## src/rtl/rv_pipe_pkg.sv

```systemverilog
// Shared constants and types for the three-stage RISC-V pipeline.
// The IF/EXE register and later stages reuse NOP_INSTR for their own bubbles.
package rv_pipe_pkg;

  localparam int PC_W = 14;

  localparam logic [31:0] NOP_INSTR    = 32'h00000013;
  localparam logic [31:0] EBREAK_INSTR = 32'h00100073;

  typedef enum logic [1:0] {
    FETCH_BOOT = 2'd0,
    FETCH_RUN  = 2'd1,
    FETCH_HALT = 2'd2
  } fetch_state_t;

endpackage

```

## src/rtl/fetch_stage_pc_next_sel.sv

```systemverilog
// Next-PC priority mux for the fetch stage: reset, redirect, hold, increment.
// Also flags redirect targets whose low two bits are nonzero.
module pc_next_sel
  import rv_pipe_pkg::*;
#(
  parameter int                  PC_W     = rv_pipe_pkg::PC_W,
  parameter logic [PC_W-1:0]     RESET_PC = '0
) (
  input  logic            rst,
  input  logic            redirect_en,
  input  logic [PC_W-1:0] redirect_pc,
  input  logic            hold,
  input  logic [PC_W-1:0] pc_fetch,
  output logic [PC_W-1:0] pc_next,
  output logic            misaligned
);

  logic [PC_W-1:0] tgt;

  assign tgt        = {redirect_pc[PC_W-1:2], 2'b00};
  assign misaligned = redirect_en & (redirect_pc[1:0] != 2'b00);

  // Increment wraps naturally at the top of the PC_W-bit address space.
  always_comb begin
    pc_next = pc_fetch + PC_W'(4);
    if (rst) begin
      pc_next = RESET_PC;
    end else if (redirect_en) begin
      pc_next = tgt;
    end else if (hold) begin
      pc_next = pc_fetch;
    end
  end

endmodule

```

## src/rtl/fetch_stage.sv

```systemverilog
// Instruction-fetch stage: owns the PC, drives the synchronous IMEM BRAM and
// presents instruction/PC/valid to decode, inserting bubbles where needed.
module fetch_stage
#(
  parameter int              PC_W      = rv_pipe_pkg::PC_W,
  parameter logic [PC_W-1:0] RESET_PC  = '0,
  parameter logic [31:0]     NOP_INSTR = rv_pipe_pkg::NOP_INSTR
) (
  input  logic            clk,
  input  logic            rst,
  input  logic            stall,
  input  logic            redirect_en,
  input  logic [PC_W-1:0] redirect_pc,
  output logic            imem_en,
  output logic [PC_W-3:0] imem_addr,
  input  logic [31:0]     imem_rdata,
  output logic [31:0]     instruction_out,
  output logic [PC_W-1:0] PC_out,
  output logic            valid_out,
  output logic            halted,
  output logic            misalign_err,
  output logic [31:0]     fetch_count
);

  import rv_pipe_pkg::*;

  localparam logic [1:0] BOOT = FETCH_BOOT;
  localparam logic [1:0] RUN  = FETCH_RUN;
  localparam logic [1:0] HALT = FETCH_HALT;

  logic [1:0]      state;
  logic [PC_W-1:0] pc_fetch;
  logic [PC_W-1:0] pc_next;
  logic            hold;
  logic            issue;
  logic            misaligned;
  logic            is_ebreak;

  assign hold      = (state != RUN) | stall;
  assign issue     = ~rst & (state == RUN) & ~stall & ~redirect_en;
  assign is_ebreak = (imem_rdata == EBREAK_INSTR);

  pc_next_sel #(
    .PC_W     (PC_W),
    .RESET_PC (RESET_PC)
  ) u_pc_next_sel (
    .rst         (rst),
    .redirect_en (redirect_en),
    .redirect_pc (redirect_pc),
    .hold        (hold),
    .pc_fetch    (pc_fetch),
    .pc_next     (pc_next),
    .misaligned  (misaligned)
  );

  // BRAM is addressed with pc_next so its data lines up with pc_fetch next cycle.
  assign imem_en         = ~rst;
  assign imem_addr       = pc_next[PC_W-1:2];
  assign instruction_out = issue ? imem_rdata : NOP_INSTR;
  assign valid_out       = issue;
  assign PC_out          = pc_fetch;
  assign halted          = ~rst & (state == HALT);

  always_ff @(posedge clk) begin
    if (rst) begin
      state        <= BOOT;
      pc_fetch     <= RESET_PC;
      misalign_err <= 1'b0;
      fetch_count  <= '0;
    end else begin
      pc_fetch    <= pc_next;
      fetch_count <= fetch_count + {31'b0, issue};
      if (misaligned) begin
        misalign_err <= 1'b1;
      end
      // BOOT lasts one cycle because the BRAM output is stale after reset.
      case (state)
        BOOT: state <= RUN;
        RUN: begin
          if (issue && is_ebreak) begin
            state <= HALT;
          end
        end
        HALT: begin
          if (redirect_en) begin
            state <= RUN;
          end
        end
        default: state <= BOOT;
      endcase
    end
  end

endmodule

```

## config.mk

```make
export PLATFORM = sky130hd
export DESIGN_NAME = fetch_stage
export DESIGN_NICKNAME = d
export VERILOG_FILES = /design/src/rtl/rv_pipe_pkg.sv /design/src/rtl/fetch_stage_pc_next_sel.sv /design/src/rtl/fetch_stage.sv
export SDC_FILE = /design/constraint.sdc
export NUM_CORES = 1
export LEC_CHECK = 0
export ABC_AREA = 1
export CORE_ASPECT_RATIO = 1.75
export CORE_UTILIZATION = 60
export CTS_CLUSTER_DIAMETER = 30
export DETAILED_ROUTE_END_ITERATION = 16
export DONT_BUFFER_PORTS = 1
export GPL_TIMING_DRIVEN = 0
export PLACE_DENSITY = 0.74
export SYNTH_ARGS = -nofsm -noshare
export SYNTH_HDL_FRONTEND = slang
export SYNTH_SLANG_ARGS = --single-unit
```

## constraint.sdc

```tcl
create_clock -name clk -period 3.1 [get_ports clk]
set_input_delay 0 -clock clk [delete_from_list [all_inputs] [get_ports clk]]
set_output_delay 0 -clock clk [all_outputs]
set_load 0.01 [all_outputs]
```

==> out/metrics.csv, run 1 <==
stage,metric,value,unit
run_status,status,"finished, final reports clean",
detailed_routing,Detailed Routing Iterations Pass 1,4,
synth,syn avg cell area,5.89,µm²
critical_path,R2R Path End,fetch_count[30]$_SDFF_PP0_,
clocking,Post-CTS Setup Inserts,0,
clocking,CTS buffer count,5,
finish,Reg area,941,µm²
detailed_routing,Vias,3156,
critical_path,Critical Path Start,state[0]$_SDFFE_PP0P_,
critical_path,Critical Path Sink Type,flop,
synth,synth unique cells,29,
floorplan,std cell rows,33,
critical_path,critical path arrival,2900,ps
synth,number of synthesized flops with an enable pin,0,
finish,footprint of the multi-input gates,1620,µm²
grt,Tot GR Track Use,33.1,%
grt,first-pass GRT wire length,12600,µm
synth,"Seq/Total Area, Yosys",31.8,%
finish,nets@finish,581,
power,PwrDens,356,nW/µm²
synth,"area leader, netlist",dfxtp_1,
floorplan,chip height,94.9,µm
synth,most common cell in the netlist,nand2_1,
clocking,clock sink count,47,
detailed_routing,final WL,8380,µm
flow_run,max-cap violation count,0,
sta,relative slew slack,61.0,%
place,Placed Cells,555,
sta,Setup Skew,3.45,ps
clocking,Clock transition at path regs,90,ps
clocking,clock latency at the later pin of the worst-skew pair,300,ps
sta,slew of the pin with the lowest slew margin,584,ps
finish,# diodes,0,
floorplan,die width,55.1,µm
finish,design area,3310,µm²
grt,gr ovfl total,0,
sta,Max Freq,365,MHz
synth,fraction of registers with async set/reset,0,%
critical_path,crit start category,flop,
critical_path,Critical Path End,fetch_count[30]$_SDFF_PP0_,
power,VDD IR max,0.286,mV
critical_path,peak fanout along the critical path,10,
sta,worst hold slack,16.0,ps
sta,Final period util,88.3,%
synth,synthesized area,2960,µm²
critical_path,required time worst endpoint,3270,ps
detailed_routing,DRC,0,
sta,final-report hold violation count,0,
grt,vias in the first global route,3025,
sta,final setup fails,0,
floorplan,IO Pins,144,
grt,initial antenna violation count,0,
critical_path,Critical R2R Launch,state[0]$_SDFFE_PP0P_,
critical_path,kind of critical path,flop to flop,
place,placer congestion estimate,0.939,
finish,Fillers,427,
clocking,Root Driver,clkbuf_8,
synth,Yosys top cell area share,31.8,%
finish,Layout area overhead,11.9,%
synth,#FFs+latches synth,47,
place,HPWL Detailed,6560,µm
detailed_routing,1st-iter DRT viols,83,
critical_path,Reg2Reg Depth,14,
grt,pin count of the biggest net entering global routing,14,
floorplan,die area,5230,µm²
min_path,HP Class,primary input to flop,
clocking,H-tree Lvls,2,
synth,Main synth FF type,dfxtp_1,
sta,min Tclk post-route,2740,ps
synth,synth top area cells,"dfxtp_1 32%, nand2_1 14%, nor2_1 12%",
place,Port Buffers,0,
floorplan,Initial Util,62.9,%
critical_path,R2R Setup Slk,360,ps
synth,post-synthesis cell count,502,
power,Lkg Pwr,1.32,nW
detailed_routing,DR vias/cell,5.43,
finish,share of cells above drive strength 1,5.86,%
clocking,CTS tree,yes,
floorplan,Core ar.,4710,µm²
finish,Finished Layout Cells,581,
sta,RSZ-0062 raised after global routing,false,
finish,final core utilization,70.4,%
synth,Ys Warns,0,
clocking,Clock Tree Buf Depth,2,
sta,Slew Limit Fails,0,
sta,TNS Setup,0,ps
synth,Commonest cells post-synth,"114 x nand2_1, 93 x nor2_1, 88 x inv_1",
place,Area after DPL,3030,µm²
detailed_routing,routed len/inst,14.4,µm
detailed_routing,post-route ant nets,0,
[worst max-delay path, cell delays in order (launching register included)]
cell and delay [ps]:
dfxtp_1 430, nand3_2 170, nor2_1 120, nand2_1 130, clkbuf_2 220, inv_1 160
ha_2 250, ha_1 240, nand2_1 120, nor2_4 230, nand3_2 190, nor2_2 180
nand2_1 70, nand2_1 60, a21oi_1 50
[flip-flops by register name (all words and copies together) (netlist names)]
register and cells:
misalign_err 1, state 2, fetch_count 32, PC_out 12
[cell families after synthesis]
kind of cell,Yosys count,share of synthesized area (%)
AO/OA/AOI/OAI,56,9.64
XOR/XNOR,7,2.07
adder cells (fa/ha/maj),3,1.27
buffers and inverters,104,13.6
flip-flops,47,31.8
other,1,0.127
AND/OR/NAND/NOR,284,41.5
[power by group]
| part | total, mW | internal (mW) | switching, mW |
|---|---|---|---|
| Clock | 0.410 | 0.204 | 0.206 |
| Combinational | 0.128 | 0.0471 | 0.0812 |
| Sequential | 0.639 | 0.617 | 0.0225 |
| Total | 1.18 | 0.868 | 0.310 |
[final cells by class]
class	instances	share of cell area [%]
Buffer	13	1.85
Clock buffer	8	3.02
Inverter	91	10.3
Multi-Input combinational cell	352	49.0
Sequential cell	47	28.4
Tap cell	52	1.96
Timing Repair Buffer	18	5.44
[per-stage QoR]
step / power, mW / setup slack, ps
2_1_floorplan: 0.737 / 834
3_3_place_gp: 0.759 / 334
3_5_place_dp: 0.763 / 262
4_1_cts: 1.18 / 245
5_1_grt: 1.22 / 56.5
6_report: 1.18 / 363
[how the worst min path moves through the flow]
stage	from	to	slack, ps	depth (start not counted)
floorplan	imem_rdata[10]	instruction_out[10]	90	2
global placement	imem_rdata[10]	instruction_out[10]	90	2
detailed placement	imem_rdata[6]	instruction_out[6]	90	2
CTS	imem_rdata[7]	state[0]$_SDFFE_PP0P_	10	4
global route	imem_rdata[7]	state[0]$_SDFFE_PP0P_	60	4
finish	imem_rdata[7]	state[0]$_SDFFE_PP0P_	20	4
[layout by cell type, fill, tap and decap left out, types with 2 or more instances in the layout]
cell and count:
ha_1 2, or2_2 2, or2_0 4, nand3b_1 4, clkbuf_1 7, buf_2 3
xnor2_1 2, nand3_1 26, nand4_1 13, nand2_1 114, nand3_2 3, a21oi_1 37
conb_1 2, nor2_2 7, inv_1 88, nor3_1 15, buf_4 2, xor2_1 5
dlygate4sd3_1 18, inv_2 3, clkbuf_8 7, dfxtp_1 47, nor2_1 93, o21ai_0 16
[routing by layer]
layer | routed length (µm) | up-vias | part of all wire, % | GRT usage [%]
li1 | - | 1605 | - | -
met1 | 3130 | 1419 | 37 | 31.7
met2 | 4510 | 114 | 54 | 63.3
met3 | 499 | 18 | 6.0 | 7.09
met4 | 246 | 0 | 2.9 | 12.7
met5 | 0 | - | 0 | 0
[repair_timing]
| item | in CTS | in global routing |
|---|---|---|
| hold endpoints to repair | 14 | 0 |
| endpoints found under the setup margin | 0 | 3 |
| hold buffers | 18 | 0 |
| resized for setup | 0 | 3 |
(Power assumes the default switching activity.)
==> run 2: changes to the inputs <==
clock period = 2.9 ns   (was 3.1 ns; I/O delays follow)
==> run 2 against run 1 <==
Against the previous run: flip-flop and latch count unchanged; non-clock buffer count up 2; clock-buffer cell count unchanged; critical path depth unchanged; cell count up 0.34%; die area unchanged; worst hold slack worse by 5.1 ps; clock power up 5.9%; setup slack worse by 93 ps; register-to-register slack worse by 90 ps; fmax up 4.0%; critical endpoint unchanged; largest cell class unchanged; highest routed layer unchanged.
==> out/metrics.csv, run 2 (same netlist as run 1, synthesis figures left out) <==
stage,metric,value,unit,change
critical_path,Critical Path Sink Type,flop,,
critical_path,R2R Setup Slk,270,ps,-90 ps
critical_path,worst-path cell chain,nand3_2 -> nor2_1 -> nand2_1 -> buf_2 -> inv_1 -> ha_2 -> ha_2 -> nand2_1 -> nor2_4 -> nand3_2 -> nor2_2 -> nand2_1 -> nand2_1 -> a21oi_1,,
floorplan,Core ar.,4710,µm²,unchanged
floorplan,die width,55.1,µm,unchanged
critical_path,required time worst endpoint,3070,ps,-200 ps
critical_path,critical path arrival,2800,ps,-100 ps
grt,initial antenna violation count,0,,unchanged
sta,Final period util,90.7,%,+2.4 points
place,HPWL Detailed,6560,µm,unchanged
power,VDD IR max,0.306,mV,+7.0%
clocking,Root Driver,clkbuf_8,,
finish,Reg with most FFs,fetch_count,,
floorplan,std cell rows,33,,unchanged
sta,Slew Limit Fails,0,,unchanged
grt,vias in the first global route,3025,,unchanged
floorplan,chip height,94.9,µm,unchanged
sta,RSZ-0062 raised after global routing,false,,
sta,relative slew slack,61.2,%,+0.12 points
critical_path,crit start category,flop,,
grt,gr ovfl total,0,,unchanged
run_status,status,"finished, final reports clean",,
finish,share of cells above drive strength 1,6.59,%,+0.73 points
critical_path,CP max stage delay,380,ps,-50 ps
detailed_routing,1st-iter DRT viols,80,,-3.6%
power,Lkg Pwr,1.33,nW,+0.49%
floorplan,die area,5230,µm²,unchanged
grt,pin count of the biggest net entering global routing,14,,unchanged
detailed_routing,DR vias/cell,5.45,,+0.38%
clocking,clock latency at the later pin of the worst-skew pair,300,ps,about the same
critical_path,critical path's slowest cell,dfxtp_2,,
floorplan,Initial Util,62.9,%,unchanged
clocking,clock sink count,47,,unchanged
sta,final setup fails,0,,unchanged
sta,min Tclk post-route,2630,ps,-107 ps
sta,Setup Skew,4.88,ps,+1.43 ps
critical_path,cell mode on critical path,nand2_1,,
power,PwrDens,377,nW/µm²,+6.0%
finish,# diodes,0,,unchanged
finish,Finished Layout Cells,583,,+0.34%
sta,Max Freq,380,MHz,+4.0%
sta,final-report hold violation count,0,,unchanged
place,placer congestion estimate,0.939,,unchanged
min_path,HP Class,primary input to flop,,
finish,max FFs per register,32,,unchanged
place,Port Buffers,0,,unchanged
sta,slew of the pin with the lowest slew margin,583,ps,-1.76 ps
clocking,Clock transition at path regs,90,ps,about the same
grt,first-pass GRT wire length,12600,µm,unchanged
flow_run,max-cap violation count,0,,unchanged
finish,"most common cell after layout, fill and taps aside",nand2_1,,
detailed_routing,Detailed Routing Iterations Pass 1,4,,unchanged
grt,Tot GR Track Use,33.1,%,unchanged
floorplan,IO Pins,144,,unchanged
finish,nets@finish,583,,+0.34%
clocking,CTS tree,yes,,
sta,TNS Setup,0,ps,unchanged
clocking,H-tree Lvls,2,,unchanged
detailed_routing,final WL,8430,µm,+0.54%
clocking,Clock Tree Buf Depth,2,,unchanged
detailed_routing,routed len/inst,14.5,µm,+0.19%
finish,most frequent cells in the layout,"114 x nand2_1, 93 x nor2_1, 88 x inv_1",,
place,Placed Cells,555,,unchanged
detailed_routing,DRC,0,,unchanged
detailed_routing,post-route ant nets,0,,unchanged
finish,Layout area overhead,12.6,%,
sta,worst hold slack,10.9,ps,-5.07 ps
detailed_routing,Vias,3179,,+0.73%
clocking,CTS buffer count,5,,unchanged
critical_path,peak fanout along the critical path,10,,unchanged
critical_path,kind of critical path,flop to flop,,
-- run 2: worst paths after layout --
path,startpoint,endpoint,cells past startpoint
min,imem_rdata[7],state[0]$_SDFFE_PP0P_,4
max,state[0]$_SDFFE_PP0P_,fetch_count[30]$_SDFF_PP0_,14
max reg2reg,state[0]$_SDFFE_PP0P_,fetch_count[30]$_SDFF_PP0_,14
min reg2reg,misalign_err$_SDFFE_PP0P_,misalign_err$_SDFFE_PP0P_,2
-- run 2: per-layer routing --
layer / part of all wire (%) / GRT usage (%) / wire length (µm) / up-vias
met4: 2.8 / 12.7 / 240 / 0
met5: 0 / 0 / 0 / -
met3: 6.2 / 7.09 / 525 / 17
li1: - / - / - / 1607
met2: 54 / 63.3 / 4550 / 123
met1: 37 / 31.7 / 3110 / 1432
-- run 2: cell type report --
cell class	instances	area, µm²
buffer	13	61.3
clock buffer	8	100
fill	424	1380
inverter	91	342
multi-input combinational	352	1630
sequential	47	942
tap	52	65.1
timing repair buffer	20	195
-- run 2: critical path: cells and delay by family, from the launching register on --
kind | cells | cell delay, ps
AND/OR/NAND/NOR | 9 | 1230
buffers and inverters | 2 | 360
AO/OA/AOI/OAI | 1 | 50
adder cells (fa/ha/maj) | 2 | 480
flip-flops | 1 | 380
-- run 2: timing repair --
| item | in CTS | in global routing |
|---|---|---|
| setup endpoints to repair | 0 | 11 |
| resized for setup | 0 | 6 |
| buffers inserted | 0 | 2 |
| hold buffers | 18 | 0 |
| hold endpoints to repair | 14 | 0 |
-- run 2: report_power, final --
group / internal [mW] / total, mW / switching, mW
Sequential: 0.659 / 0.683 / 0.0239
Clock: 0.218 / 0.434 / 0.216
Combinational: 0.0504 / 0.137 / 0.0870
Total: 0.928 / 1.25 / 0.327
-- run 2: per-stage QoR --
stage	instance area [µm²]	power (mW)	util, %	setup slack, ps
global placement	3030	0.811	64.3	134
floorplan	2960	0.788	-	634
global route	3330	1.31	70.8	0.118
finish	3330	1.25	70.8	269
CTS	3310	1.26	70.3	45.5
detailed placement	3030	0.815	64.3	61.8
